==> config.mk <==
export PLATFORM = sky130hd
export DESIGN_NAME = feature_stream_tx
export DESIGN_NICKNAME = d
export VERILOG_FILES = /design/src/rtl/feature_stream_tx.sv
export SDC_FILE = /design/constraint.sdc
export NUM_CORES = 1
export LEC_CHECK = 0
export ABC_AREA = 1
export CAP_MARGIN = 5
export CORE_ASPECT_RATIO = 0.8
export CORE_MARGIN = 2
export CORE_UTILIZATION = 45
export DETAILED_ROUTE_END_ITERATION = 10
export HOLD_SLACK_MARGIN = 0.15
export PLACE_DENSITY = 0.8
export SYNTH_ARGS = -nofsm -noshare
export SYNTH_HDL_FRONTEND = slang
export SYNTH_SLANG_ARGS = --single-unit
==> constraint.sdc <==
create_clock -name clk -period 3.3 [get_ports clk]
set_input_delay 0.495 -clock clk [delete_from_list [all_inputs] [get_ports clk]]
set_output_delay 0.495 -clock clk [all_outputs]
set_load 0.02 [all_outputs]
==> src/rtl/feature_stream_tx.sv <==
// feature_stream_tx: streams one feature map from a word buffer as (data, channel) pairs; ports: clk, rst (async active-low), start, en, mem_rd_en/mem_addr/mem_rdata buffer read port, data_out/channel_out/valid_out stream, busy, done.
module feature_stream_tx #(
  parameter int N = 16,
  parameter int CHANNELS = 16,
  parameter int FEATURE_SIZE = 112,
  localparam int TOTAL = FEATURE_SIZE * FEATURE_SIZE * CHANNELS,
  localparam int ADDR_W = $clog2(TOTAL),
  localparam int CW = $clog2(CHANNELS)
) (
  input  logic              clk,
  input  logic              rst,
  input  logic              start,
  input  logic              en,
  output logic              mem_rd_en,
  output logic [ADDR_W-1:0] mem_addr,
  input  logic [N-1:0]      mem_rdata,
  output logic [N-1:0]      data_out,
  output logic [CW-1:0]     channel_out,
  output logic              valid_out,
  output logic              busy,
  output logic              done
);
  typedef enum logic [1:0] {IDLE, STREAM, DRAIN, DONE} state_t;
  state_t state, state_n;
  logic ready, v1;
  logic [ADDR_W-1:0] addr;
  logic [CW-1:0] ch1;
  logic last;
  assign mem_rd_en = (state == STREAM) && en;
  assign mem_addr = addr;
  assign last = addr == ADDR_W'(TOTAL - 1);
  assign busy = (state == STREAM) || (state == DRAIN);
  assign done = state == DONE;
  always_ff @(posedge clk or negedge rst)
    if (!rst) state <= IDLE;
    else state <= state_n;
  always_comb begin
    state_n = state;
    unique case (state)
      IDLE:   state_n = (start && ready) ? STREAM : IDLE;
      STREAM: state_n = (mem_rd_en && last) ? DRAIN : STREAM;
      DRAIN:  state_n = v1 ? DRAIN : DONE;
      default: state_n = IDLE;
    endcase
  end
  always_ff @(posedge clk or negedge rst)
    if (!rst) begin
      ready <= 1'b0;
      addr <= '0;
      v1 <= 1'b0;
      ch1 <= '0;
      valid_out <= 1'b0;
      data_out <= '0;
      channel_out <= '0;
    end else begin
      ready <= 1'b1;
      if (state == IDLE && start && ready) addr <= '0;
      else if (mem_rd_en) addr <= addr + ADDR_W'(1);
      v1 <= mem_rd_en;
      ch1 <= addr[CW-1:0];
      valid_out <= v1;
      if (v1) begin
        data_out <= mem_rdata;
        channel_out <= ch1;
      end
    end
endmodule

==> qor.csv <==
metric;value;unit
syn_avg_cell_area;9.95;um2
worst_slew_pin_slew;0.969;ns
end_of_the_worst_register_to_register_path;mem_addr[15];
final_hold_viol_count;0;
share_clk_of_total_power;20.8;%
port_buffers;61;
fp.dieH;66.2;um
dp_hpwl;3190;um
worst_hold_margin;0.345;ns
first_pass_grt_wire_length;7220;um
antenna_found_initial;0;
place_congestion;0.803;
drive_above_1_share;16.1;%
syn-instance-count;219;
run_status;finished, final reports clean;
grt_remaining_overflow;0;
grt_max_degree;48;
htree_levels;2;
report.final.setup_viol;0;
diodes_inserted;0;
setup_tns;0;ns
track_usage;18.0;%
finish.instance_area;0.00294;mm2
share_comb_of_total_power;33.2;%
post-cts-setup-buffer-count;0;
finalMaxSlewViolations;0;
cts_made_buffers;5;
synth.lib_cells_used.distinct;25;
synth.ff_latch_count;47;
drt-vias-per-instance;4.95;
drt_drc_violations_left;0;
synth-seq-area-share;54.0;%
startpoint;state[1];
crit-reg2reg-launch;state[1];
place.detailed.instances;337;
crit_chain;inv_1 > ha_1 > nand2_2 > inv_1 > clkdlybuf4s50_1;
setup_slack_of_the_worst_register_to_register_path;1.47;ns
routed-via-count;1708;
cts-root-to-sink-buffers;2;
post_cts.resized_instances;0;
core_box_area;0.00462;mm2
crit_path_top_delay_cell;sky130_fd_sc_hd__clkdlybuf4s50_1;
initialDrtViolationCount;118;
worstSkewPairLatency;0.30;ns
cts_num_sinks;47;
maximum_achievable_frequency;398;MHz
critical_path.startpoint_type;flip-flop;
drt-wirelength-per-cell;12.8;um
worst_ir_drop_vdd;0.378;mV
timing.critical_path.required;2.80;ns
mappedNetlistNets;245;
post_layout_nonfiller_instances;345;
clk_transition_reported_paths;0.09;ns
tritoncts;built;
antenna_left;0;
period_share;76.1;%
powerDensity;603;mW/mm2
signed_area_change_from_the_synthesized_netlist_to_the_final_layout;35.0;%
internal_power;1.17;mW
synth_flop_cell;sky130_fd_sc_hd__dfrtp_1;
cellLeakagePower;1.29;nW
finalClockSkew;0.00369;ns
max_cap_viol_count;0;
chipWidth;81.8;um
num_io_pins;62;
core.rowCount;22;
starting_density_of_the_core;47.1;%
worstPathMaxFanout;9;
routed_wirelength;4410;um
post_cts_hold_buffer_count;0;
timing.setup.critical_path_class;flip-flop to output port;
cp.arrival;2.02;ns
cp_slowest_stage_delay;0.63;ns
via_count_of_the_first_global_routing_pass;1547;
overall_die_area;0.00542;mm2
power.share.sequential;45.9;%
synth_enable_flop_cells;0;
root_buffer;sky130_fd_sc_hd__clkbuf_8;
switching_power;601;uW
drt_pre_antenna_iters;4;
post_dp_cell_area;0.00284;mm2
post_synth_instance_area;0.00218;mm2
rr_worst_depth;9;
crit_path_end;mem_rd_en;
finalNetCount;310;
maxSlewHeadroom;35.4;%
hold_class;input pin to asynchronous set/reset pin;
swShare;33.9;%
worst_path_most_repeated_cell;sky130_fd_sc_hd__inv_1;
synth_async_sr_flop_share;100;%
rsz0062_at_grt;no;
end_kind;output port;
synth.yosys.warnings;0;
period_minus_slack;2.51;ns
==> worst max-delay path: cells and delay by family, from the launching register on <==
family	cells	cell delay, ns
buffers and inverters	3	0.92
DFF	1	0.45
adders and majority gates	1	0.17
and+or+nand+nor	1	0.16
==> how the worst min path moves through the flow <==
stage          cells after the start             end  slack (ns)    from
6_report                           1     data_out[0]        0.34     rst
5_1_grt                            1     data_out[0]        0.44     rst
4_1_cts                            1     data_out[6]        0.39     rst
3_5_place_dp                       1  channel_out[2]        0.46  ch1[2]
3_3_place_gp                       1  channel_out[0]        0.46  ch1[0]
2_1_floorplan                      0          ch1[0]        0.20     rst
==> flip-flops by register name, indices dropped and copies added (netlist names) <==
name / cells
valid_out: 1
data_out: 16
v1: 1
mem_addr: 18
ch1: 4
channel_out: 4
state: 2
ready: 1
==> per-stage QoR <==
| stage | power, mW | worst slack, ns | util, % |
|---|---|---|---|
| after CTS | 1.80 | 0.776 | 63.6 |
| after floorplan | 1.12 | 1.79 | - |
| final | 1.77 | 0.788 | 63.6 |
| after global placement | 1.40 | 0.875 | 61.4 |
| after detailed placement | 1.42 | 0.863 | 61.4 |
| after global routing | 1.89 | 0.665 | 63.6 |
==> Yosys cell counts, types with 4 or more instances <==
cell type / instances / share of area [%]
sky130_fd_sc_hd__mux2_2: 20 / 10
sky130_fd_sc_hd__nand3_1: 5 / 1.1
sky130_fd_sc_hd__nand4_1: 5 / 1.4
sky130_fd_sc_hd__a21oi_1: 9 / 2.1
sky130_fd_sc_hd__nor2_2: 6 / 1.7
sky130_fd_sc_hd__o21ai_0: 5 / 1.1
sky130_fd_sc_hd__nand3_2: 4 / 1.8
sky130_fd_sc_hd__dfrtp_1: 47 / 54
sky130_fd_sc_hd__inv_1: 25 / 4.3
sky130_fd_sc_hd__ha_1: 6 / 3.4
sky130_fd_sc_hd__nor2_1: 23 / 4.0
sky130_fd_sc_hd__nor3_1: 6 / 1.4
sky130_fd_sc_hd__nand2_1: 42 / 7.2
==> cells by family after synthesis <==
| group | after synthesis | synth area share, % |
|---|---|---|
| multiplexers | 20 | 10.3 |
| AO/OA/AOI/OAI | 20 | 5.40 |
| adder cells (fa/ha/maj) | 6 | 3.45 |
| buffers and inverters | 28 | 5.11 |
| other | 1 | 0.172 |
| XOR/XNOR | 1 | 0.402 |
| flip-flops | 47 | 54.0 |
| AND/OR/NAND/NOR | 96 | 21.1 |
==> layout by cell type (no fill, tap or decap), types with 5 or more instances in the layout <==
master | netlist | final
sky130_fd_sc_hd__ha_1 | 6 | 6
sky130_fd_sc_hd__nor2_2 | 6 | 6
sky130_fd_sc_hd__mux2_2 | 20 | 20
sky130_fd_sc_hd__dfrtp_1 | 47 | 47
sky130_fd_sc_hd__nor2_1 | 23 | 23
sky130_fd_sc_hd__inv_1 | 25 | 25
sky130_fd_sc_hd__nand3_1 | 5 | 5
sky130_fd_sc_hd__clkbuf_8 | 0 | 6
sky130_fd_sc_hd__clkdlybuf4s50_1 | 0 | 60
sky130_fd_sc_hd__a21oi_1 | 9 | 9
sky130_fd_sc_hd__nand4_1 | 5 | 5
sky130_fd_sc_hd__nor3_1 | 6 | 6
sky130_fd_sc_hd__o21ai_0 | 5 | 5
sky130_fd_sc_hd__nand2_1 | 42 | 42
==> metal layers <==
layer	global-route usage (%)	vias to the layer above	share of wire [%]
li1	-	840	-
met1	23.2	805	46
met2	27.6	58	43
met3	7.38	5	9.4
met4	5.42	0	1.2
met5	0	-	0
==> power groups by stage <==
| stage | Sequential (mW) | Clock [mW] | Combinational, mW |
|---|---|---|---|
| 2_1_floorplan | 0.930 | 0 | 0.190 |
| 3_3_place_gp | 0.818 | 0 | 0.582 |
| 3_5_place_dp | 0.830 | 0 | 0.595 |
| 4_1_cts | 0.818 | 0.383 | 0.597 |
| 5_1_grt | 0.838 | 0.411 | 0.639 |
| 6_report | 0.814 | 0.369 | 0.589 |
==> cell type report <==
cell class,instances,area (um2)
fillers,379,1680
flip-flops and latches,47,1180
multi-input cells,144,891
repair buffers,61,606
inverters,25,93.8
clock buffers,6,82.6
well taps,60,75.1
clock inverters,2,16.3
No activity file was read; power rests on OpenSTA's default activity.
